File: config.mk
export PLATFORM = sky130hd
export DESIGN_NAME = oq_threshold_update_ctrl
export DESIGN_NICKNAME = d
export VERILOG_FILES = /design/src/rtl/oq_threshold_update_ctrl.sv
export SDC_FILE = /design/constraint.sdc
export NUM_CORES = 1
export LEC_CHECK = 0
export ABC_AREA = 1
export CORE_ASPECT_RATIO = 1.1
export CORE_UTILIZATION = 35
export CTS_CLUSTER_SIZE = 28
export DETAILED_ROUTE_END_ITERATION = 10
export PLACE_DENSITY = 0.59
export SLEW_MARGIN = 20
export SYNTH_ARGS = -nofsm -noshare
export SYNTH_HDL_FRONTEND = slang
export SYNTH_SLANG_ARGS = --single-unit
File: constraint.sdc
create_clock -name clk -period 3.15 [get_ports clk]
set_input_delay 0.63 -clock clk [delete_from_list [all_inputs] [get_ports clk]]
set_output_delay 0.63 -clock clk [all_outputs]
set_load 0.005 [all_outputs]
File: src/rtl/oq_threshold_update_ctrl.sv
// Output-queue full-threshold update sequencer: one pending slot per queue, round-robin
// service, read-back confirmation. Optional ack watchdog: define OQ_THRESH_TIMEOUT_EN.
module oq_threshold_update_ctrl #(
    parameter int NUM_OUTPUT_QUEUES = 8,
    parameter int NUM_OQ_WIDTH      = 3,
    parameter int THRESH_WIDTH      = 19,
    parameter int TIMEOUT_CYCLES    = 255,
    parameter int CNT_WIDTH         = 16
) (
    input  logic                         clk,
    input  logic                         reset,
    input  logic                         update_req,
    input  logic [NUM_OQ_WIDTH-1:0]      update_oq,
    input  logic [THRESH_WIDTH-1:0]      update_value,
    output logic                         wr_req,
    output logic [NUM_OQ_WIDTH-1:0]      wr_oq,
    output logic [THRESH_WIDTH-1:0]      wr_value,
    input  logic                         wr_ack,
    input  logic [THRESH_WIDTH-1:0]      wr_readback,
    output logic                         done_pulse,
    output logic [NUM_OQ_WIDTH-1:0]      done_oq,
    output logic [NUM_OUTPUT_QUEUES-1:0] pending,
    output logic                         busy,
    output logic [CNT_WIDTH-1:0]         coalesce_cnt,
    output logic [CNT_WIDTH-1:0]         mismatch_cnt,
    output logic [CNT_WIDTH-1:0]         timeout_cnt
);

    typedef enum logic {S_IDLE = 1'b0, S_WAIT = 1'b1} state_t;

    state_t                                     state;
    logic [NUM_OUTPUT_QUEUES-1:0][THRESH_WIDTH-1:0] pend_val;
    logic [NUM_OQ_WIDTH-1:0]                    last_served;
    logic [NUM_OQ_WIDTH-1:0]                    sel;
    logic [NUM_OQ_WIDTH-1:0]                    cand;
    logic                                       found;
    int                                         idx;
    logic                                       rb_match;
    logic                                       req_hits_wr;
    logic                                       expire;
    logic                                       retry;

    function automatic logic [CNT_WIDTH-1:0] sat_inc(input logic [CNT_WIDTH-1:0] v);
        return (&v) ? v : v + CNT_WIDTH'(1);
    endfunction

    // Round-robin pick: first pending queue after last_served, wrapping.
    always_comb begin
        sel   = '0;
        cand  = '0;
        found = 1'b0;
        idx   = 0;
        for (int i = 1; i <= NUM_OUTPUT_QUEUES; i++) begin
            idx  = (int'(last_served) + i) % NUM_OUTPUT_QUEUES;
            cand = NUM_OQ_WIDTH'(idx);
            if (!found && pending[cand]) begin
                found = 1'b1;
                sel   = cand;
            end
        end
    end

    assign rb_match    = (wr_readback == wr_value);
    assign req_hits_wr = update_req && (update_oq == wr_oq);

    // A failed write is retried only if nothing newer is queued for that slot.
    assign retry = (state == S_WAIT) && (wr_ack ? !rb_match : expire)
                   && !pending[wr_oq] && !req_hits_wr;

`ifdef OQ_THRESH_TIMEOUT_EN
    localparam int WD_W = $clog2(TIMEOUT_CYCLES + 1);

    logic [WD_W-1:0] wdog;

    assign expire = (state == S_WAIT) && !wr_ack && (wdog == WD_W'(TIMEOUT_CYCLES - 1));

    always_ff @(posedge clk) begin
        if (!reset) begin
            wdog        <= '0;
            timeout_cnt <= '0;
        end else begin
            wdog <= (state == S_WAIT && !wr_ack && !expire) ? wdog + WD_W'(1) : '0;
            if (expire)
                timeout_cnt <= sat_inc(timeout_cnt);
        end
    end
`else
    logic unused_timeout;

    assign expire         = 1'b0;
    assign timeout_cnt    = '0;
    assign unused_timeout = (TIMEOUT_CYCLES != 0);
`endif

    always_ff @(posedge clk) begin
        if (!reset) begin
            state        <= S_IDLE;
            pend_val     <= '0;
            pending      <= '0;
            last_served  <= '0;
            wr_req       <= 1'b0;
            wr_oq        <= '0;
            wr_value     <= '0;
            done_pulse   <= 1'b0;
            done_oq      <= '0;
            busy         <= 1'b0;
            coalesce_cnt <= '0;
            mismatch_cnt <= '0;
        end else begin
            done_pulse <= 1'b0;

            case (state)
                S_IDLE: begin
                    if (|pending) begin
                        wr_oq        <= sel;
                        wr_value     <= pend_val[sel];
                        pending[sel] <= 1'b0;
                        wr_req       <= 1'b1;
                        busy         <= 1'b1;
                        last_served  <= sel;
                        state        <= S_WAIT;
                    end
                end
                S_WAIT: begin
                    if (wr_ack) begin
                        wr_req <= 1'b0;
                        busy   <= 1'b0;
                        state  <= S_IDLE;
                        if (rb_match) begin
                            done_pulse <= 1'b1;
                            done_oq    <= wr_oq;
                        end else begin
                            mismatch_cnt <= sat_inc(mismatch_cnt);
                        end
                    end else if (expire) begin
                        wr_req <= 1'b0;
                        busy   <= 1'b0;
                        state  <= S_IDLE;
                    end
                end
                default: state <= S_IDLE;
            endcase

            if (retry) begin
                pending[wr_oq]  <= 1'b1;
                pend_val[wr_oq] <= wr_value;
            end

            // Capture comes last so a same-cycle request beats both the clear and the retry.
            if (update_req) begin
                pend_val[update_oq] <= update_value;
                pending[update_oq]  <= 1'b1;
                if (pending[update_oq])
                    coalesce_cnt <= sat_inc(coalesce_cnt);
            end
        end
    end

endmodule

==> flow_summary.toml, run 1 <==
[outcome]
status = "completed"

[layout]
fin_nets = 2330
fin_area_sq_um = 16200
area_delta_synth_final_pct = 22.4
mostFrequentLayoutCell = "nand2_1"
layout-drive-gt1-share_pct = 8.76
final_cell_mix = "670 x nand2_1, 379 x nand3_1, 235 x inv_1"
n_antenna_cell = 0

[power_and_ir_drop]
peakVddDrop_v = 0.00188
p_per_area_nw_per_um2 = 1060
p_leak_uw = 0.00788
p_total_uw = 17200

[sta]
setup_viol = 0
relSlewSlack_pct = 37.6
grt_setup_unrepaired = "no"
report.final.slew_viol_count = 0
hold_ws_ps = 494
finalWorstPathRequiredPeriod_ps = 2930
fin_crit_sh_pct = 93.1
worst_slew_pin_slew_ps = 937
fin_skew_ps = 8.15
clock.fmax_ghz = 0.341
hold_viol_final = 0
setup-tns-final_ps = 0

[clock_network]
clk_pin_slew_ps = 60
clkSinkCount = 220
clockBufferDepth = 3
clkLatencyLatePin_ps = 550
numCtsBuffers = 26
htreeDepth = 1
cts_tree = "yes"
clockRootBuffer = "clkbuf_16"

[drt]
vias = 14642
routed_wl_mm = 50.5
dr.pass1.iters = 6
ant_nets = 0
drcViolationCount = 0
drt_iter0_drc = 1501
wire_per_inst_um = 18.1
viasPerCell = 5.25

[global_route]
grt_max_degree = 178
gr-total-overflow = 0
grt_usage_pct = 25.8
antenna_found_initial = 0
grt_pass1_wl_mm = 78.3
grt_pass1_vias = 13676

[floorplan]
start_util_pct = 35.6
core_area_sq_um = 37100
die_area_sq_um = 38500
die_w_um = 187
core.rowCount = 74
die_height_um = 206
num_io_pins = 129

[yosys]
syn_area_sq_um = 13200
synth_edf_count = 0
syn_inst = 2169
seq_area_frac_synth_pct = 33.3
synthTopCellsByArea = "dfxtp_1 33%, nand2_1 19%, nand3_1 14%"
synthArstFlopShare_pct = 0
ys.flop_type = "dfxtp_1"
yosysTopAreaCellShare_pct = 33.3
yosysWarnings = 0
syn_area_per_cell_sq_um = 6.09
netlist-cell-type-count = 43
synth_area_leader_cell = "dfxtp_1"
ys_ff_latch = 220

[critical_path]
worst_setup_path_end_kind = "register"
crit_arrival_ps = 3370
crit_fanout = 52
required_ps = 3580
start_kind = "register"
path_class = "reg2reg"

[run]
maxCapViolCount = 0

[placed_design]
place.detailed.hpwl_mm = 33.0
portBuffers = 112
placed_area_sq_um = 15200
gp_congestion = 0.874

[min_path]
hp-class = "reg2reg"
## worst max-delay path: stages, from the launching register on
cell and delay [ps]:
dfxtp_1 370, inv_2 80, ha_4 280, inv_2 100, nand3_2 90, nand3_1 120
nand2_2 120, nor2_4 160, nand4_2 140, nor2_4 190, nand2_1 110, nand3_4 130
nand2_4 110, buf_16 200, nand2_1 90, o21ai_0 100, nand2_1 80, nand2_1 50
nor2_1 170, nor2_1 70
## registers in the layout (all words and copies together) (netlist names)
register / count
busy: 1
coalesce_cnt: 16
done_oq: 3
done_pulse: 1
last_served: 3
mismatch_cnt: 16
pend_val: 152
pending: 8
state: 1
wr_value: 19
## report_power, final
group / internal (uW) / switching (uW) / total, uW
Clock: 1740 / 1230 / 2970
Sequential: 2990 / 191 / 3190
Combinational: 3310 / 7700 / 11000
## cells in the mapped netlist, types with 9 or more instances
| master | instances |
|---|---|
| nand2_1 | 671 |
| nor3_1 | 15 |
| nand4_1 | 10 |
| nor2_1 | 110 |
| a21oi_1 | 57 |
| xnor2_1 | 13 |
| clkinv_1 | 9 |
| buf_4 | 29 |
| nand2_2 | 11 |
| o21ai_0 | 188 |
| o21ai_1 | 12 |
| buf_2 | 32 |
| inv_1 | 235 |
| xor2_1 | 12 |
| clkbuf_1 | 86 |
| nand3_1 | 379 |
| dfxtp_1 | 220 |
| inv_2 | 9 |
## what timing repair did
item	CTS	global route
hold buffers	0	0
endpoints found under the hold margin	0	0
gates resized for setup	0	11
endpoints found under the setup margin	0	109
buffers inserted	0	10
## cell type report
cell class	count	area, sq um
Fill cell	3850	21000
Multi-Input combinational cell	1549	7170
Sequential cell	220	4400
Timing Repair Buffer	225	2200
Inverter	255	965
Clock buffer	41	768
Tap cell	494	618
Clock inverter	4	47.5
## cells by family after synthesis
group                      count (synthesis)  share of synthesized area (%)
DFF                                      220                           33.3
and+or+nand+nor                         1220                           39.9
adders and majority gates                  8                          0.758
buffers and inverters                    415                           13.3
other                                      1                         0.0284
xor gates and xnor gates                  25                           1.66
AOI/OAI and AO/OA                        280                           11.0
## stage by stage
| stage | utilization, % | cells | worst slack, ps |
|---|---|---|---|
| 2_1_floorplan | - | 2184 | 290 |
| 3_3_place_gp | 41.0 | 2733 | -394 |
| 3_5_place_dp | 41.0 | 2733 | -490 |
| 4_1_cts | 43.2 | 2778 | 73.7 |
| 5_1_grt | 43.6 | 2788 | 24.5 |
| 6_report | 43.6 | 2788 | 219 |
## path summary, 6_finish.rpt
path                    start               end  slack, ps  depth (start not counted)
max            last_served[0]      wr_value[11]        220                         19
min          mismatch_cnt[14]  mismatch_cnt[14]        490                          2
max reg2reg    last_served[0]      wr_value[11]        220                         19
min reg2reg  mismatch_cnt[14]  mismatch_cnt[14]        490                          2
## layer usage
metal / vias up / GRT usage, % / part of all wire, % / routed length (um)
met4: 0 / 9.69 / 3.5 / 1790
met5: - / 0 / 0 / 0
li1: 7089 / - / - / -
met1: 6757 / 33.6 / 42 / 21200
met3: 133 / 3.16 / 8.2 / 4130
met2: 663 / 43.7 / 46 / 23400
Note: power is estimated with default switching activity, not from simulation.
==> run 2, diff against run 1 <==
CTS_CLUSTER_DIAMETER = 80   (was default)
==> run 2 against run 1 <==
  * Setup slack improved by 5.6 ps
  * Register-to-register slack about the same
  * Fmax rose by 0.19%
  * Critical endpoint unchanged
  * Non-clock buffer count down 10
  * Clock-buffer cell count fell by 25
  * Sequential power is essentially flat
  * Power decreased by 6.3%
  * Sequential cell count is the same
  * Worst hold slack improved by 3.5 ps
  * Core utilization down 1.2 points
  * Clock skew rose by 22 ps
==> flow_summary.toml, run 2 (synthesis gave the netlist of run 1 again) <==
[placed_design]
portBuffers = 112
place_ws_ps = -490
place_inst = 2733
placed_area_sq_um = 15200
place.detailed.hpwl_mm = 33.0
gp_congestion = 0.874

[layout]
max_flop_register = "pend_val"
reg_top3 = "pend_val x152, wr_value x19"
multi_input_area_sq_um = 7170
final_cell_mix = "670 x nand2_1, 379 x nand3_1, 235 x inv_1"
fin_area_sq_um = 15700
largest_reg_flops = 152
n_antenna_cell = 0
n_fill_cell = 3908
fin_nets = 2308
area_delta_synth_final_pct = 19.0
layout-drive-gt1-share_pct = 7.91
fin_cells = 2757
mostFrequentLayoutCell = "nand2_1"
final-seq-area_sq_um = 4400

[sta]
fin_crit_sh_pct = 92.9
clock.fmax_ghz = 0.342
finalWorstPathRequiredPeriod_ps = 2930
relSlewSlack_pct = 28.9
report.final.slew_viol_count = 0
setup_viol = 0
hold_viol_final = 0
fin_skew_ps = 30.1
setup_slack_ps = 224
worst_slew_pin_slew_ps = 1070
grt_setup_unrepaired = "yes"

[run]
maxCapViolCount = 0

[critical_path]
worst-r2r-setup-slack_ps = 220
path_cells = "buf_6, ha_1, inv_1, nand2_1, nand2_1, nand3_1, nand2_2, nor2_4, nand4_2, nor2_4, nand2_1, nand3_4, nand2_4, buf_16, nand2_1, o21ai_0, nand2_1, nand2_1, nor2_1, nor2_1"
crit_cells = 20
path_delay_family = "simple AND/OR/NAND/NOR gates"
reg2reg_from = "last_served[0]"
worst_setup_path_end_kind = "register"
r2r-end = "wr_value[11]"
crit_fanout = 52
worstSetupStartpoint = "last_served[0]"
start_kind = "register"
critPathSlowestCell = "dfxtp_1"
path_class = "reg2reg"
crit_end = "wr_value[11]"
crit_arrival_ps = 3330
r2r_cells = 20
required_ps = 3560
critPathMaxStageDelay_ps = 370
crit_path_frequent_cell = "nand2_1"
crit_buf_inv = 3

[min_path]
hold_start = "mismatch_cnt[14]"
hp-class = "reg2reg"
min_path_cells = 2

[power_and_ir_drop]
switchingPower_uw = 8960
p_leak_uw = 0.00765
internal_power_uw = 7120
p_per_area_nw_per_um2 = 1020
power_frac_clock_pct = 12.6
p_seq_share_pct = 19.8
peakVddDrop_v = 0.00175
power_frac_comb_pct = 67.6
power.switching_fraction_pct = 55.7

[drt]
drcViolationCount = 0
wire_per_inst_um = 18.1
drt_iter0_drc = 1476
vias = 14472
ant_nets = 0
viasPerCell = 5.25
dr.pass1.iters = 5
routed_wl_mm = 49.8

[floorplan]
core.rowCount = 74
start_util_pct = 35.6
core_area_sq_um = 37100
die_w_um = 187
die_height_um = 206
die_area_sq_um = 38500
num_io_pins = 129

[global_route]
grt_pass1_vias = 13516
antenna_found_initial = 0
grt_usage_pct = 25.6
grt_pass1_wl_mm = 77.7
grt_max_degree = 178
gr-total-overflow = 0

[clock_network]
clockRootBuffer = "clkbuf_16"
numCtsBuffers = 14
htreeDepth = 1
clkSinkCount = 220
cts_tree = "yes"
cts_setup_buffers = 0
clk_pin_slew_ps = 110
clkLatencyLatePin_ps = 510
clockBufferDepth = 3

[outcome]
status = "completed"
run 2: cell types whose count changed in the layout (fill, tap and decap cells not counted), moves of 2 or more:
cell       before  now
clkbuf_8        4    0
buf_4          95   85
inv_6           0    3
inv_8           0    2
clkbuf_1       10    1
clkbuf_16      27   15
run 2: final cells by class:
type	count	area share (%)
multi-input cells	1549	45.6
flip-flops and latches	220	28.0
repair buffers	215	13.5
inverters	255	6.13
well taps	494	3.93
clock buffers	16	2.41
clock inverters	8	0.446
run 2: layer usage:
metal,track usage [%],part of all wire [%]
met1,33.6,43
met2,43.5,47
met3,2.63,7.1
met4,8.93,3.3
met5,0,0
run 2: worst min-delay path by stage:
stage	end	slack, ps
after floorplan	mismatch_cnt[14]	470
after global placement	mismatch_cnt[14]	470
after detailed placement	mismatch_cnt[14]	480
after CTS	mismatch_cnt[14]	500
after global routing	coalesce_cnt[3]	550
final	mismatch_cnt[14]	500
run 2: through the flow:
step           utilization, %  total power (uW)  setup TNS (ps)  hold WS (ps)
5_1_grt                  42.4             17000            -139           548
6_report                 42.4             16100               0           497
3_3_place_gp             41.0             13700          -58600           472
4_1_cts                  42.2             15800               0           497
3_5_place_dp             41.0             13700          -72550           483
2_1_floorplan               -              9920               0           468
run 2: timing repair:
action | in CTS | in global routing
hold buffers | 0 | 0
gates resized for setup | 0 | 9
setup endpoints to repair | 0 | 135
run 2: worst reg2reg max path: stages, from the launching register on:
cell and delay (ps):
dfxtp_1 370, buf_6 210, ha_1 220, inv_1 60, nand2_1 60, nand2_1 60, nand3_1 120, nand2_2 120
nor2_4 160, nand4_2 140, nor2_4 170, nand2_1 110, nand3_4 130, nand2_4 110, buf_16 200, nand2_1 140
o21ai_0 100, nand2_1 80, nand2_1 50, nor2_1 170, nor2_1 70
run 2: power groups by stage:
stage               Sequential, uW  Clock (uW)  Combinational (uW)
global placement              3230           0               10500
detailed placement            3240           0               10500
global route                  3200        2160               11600
CTS                           3170        2060               10500
floorplan                     3180           0                6740
finish                        3180        2020               10900
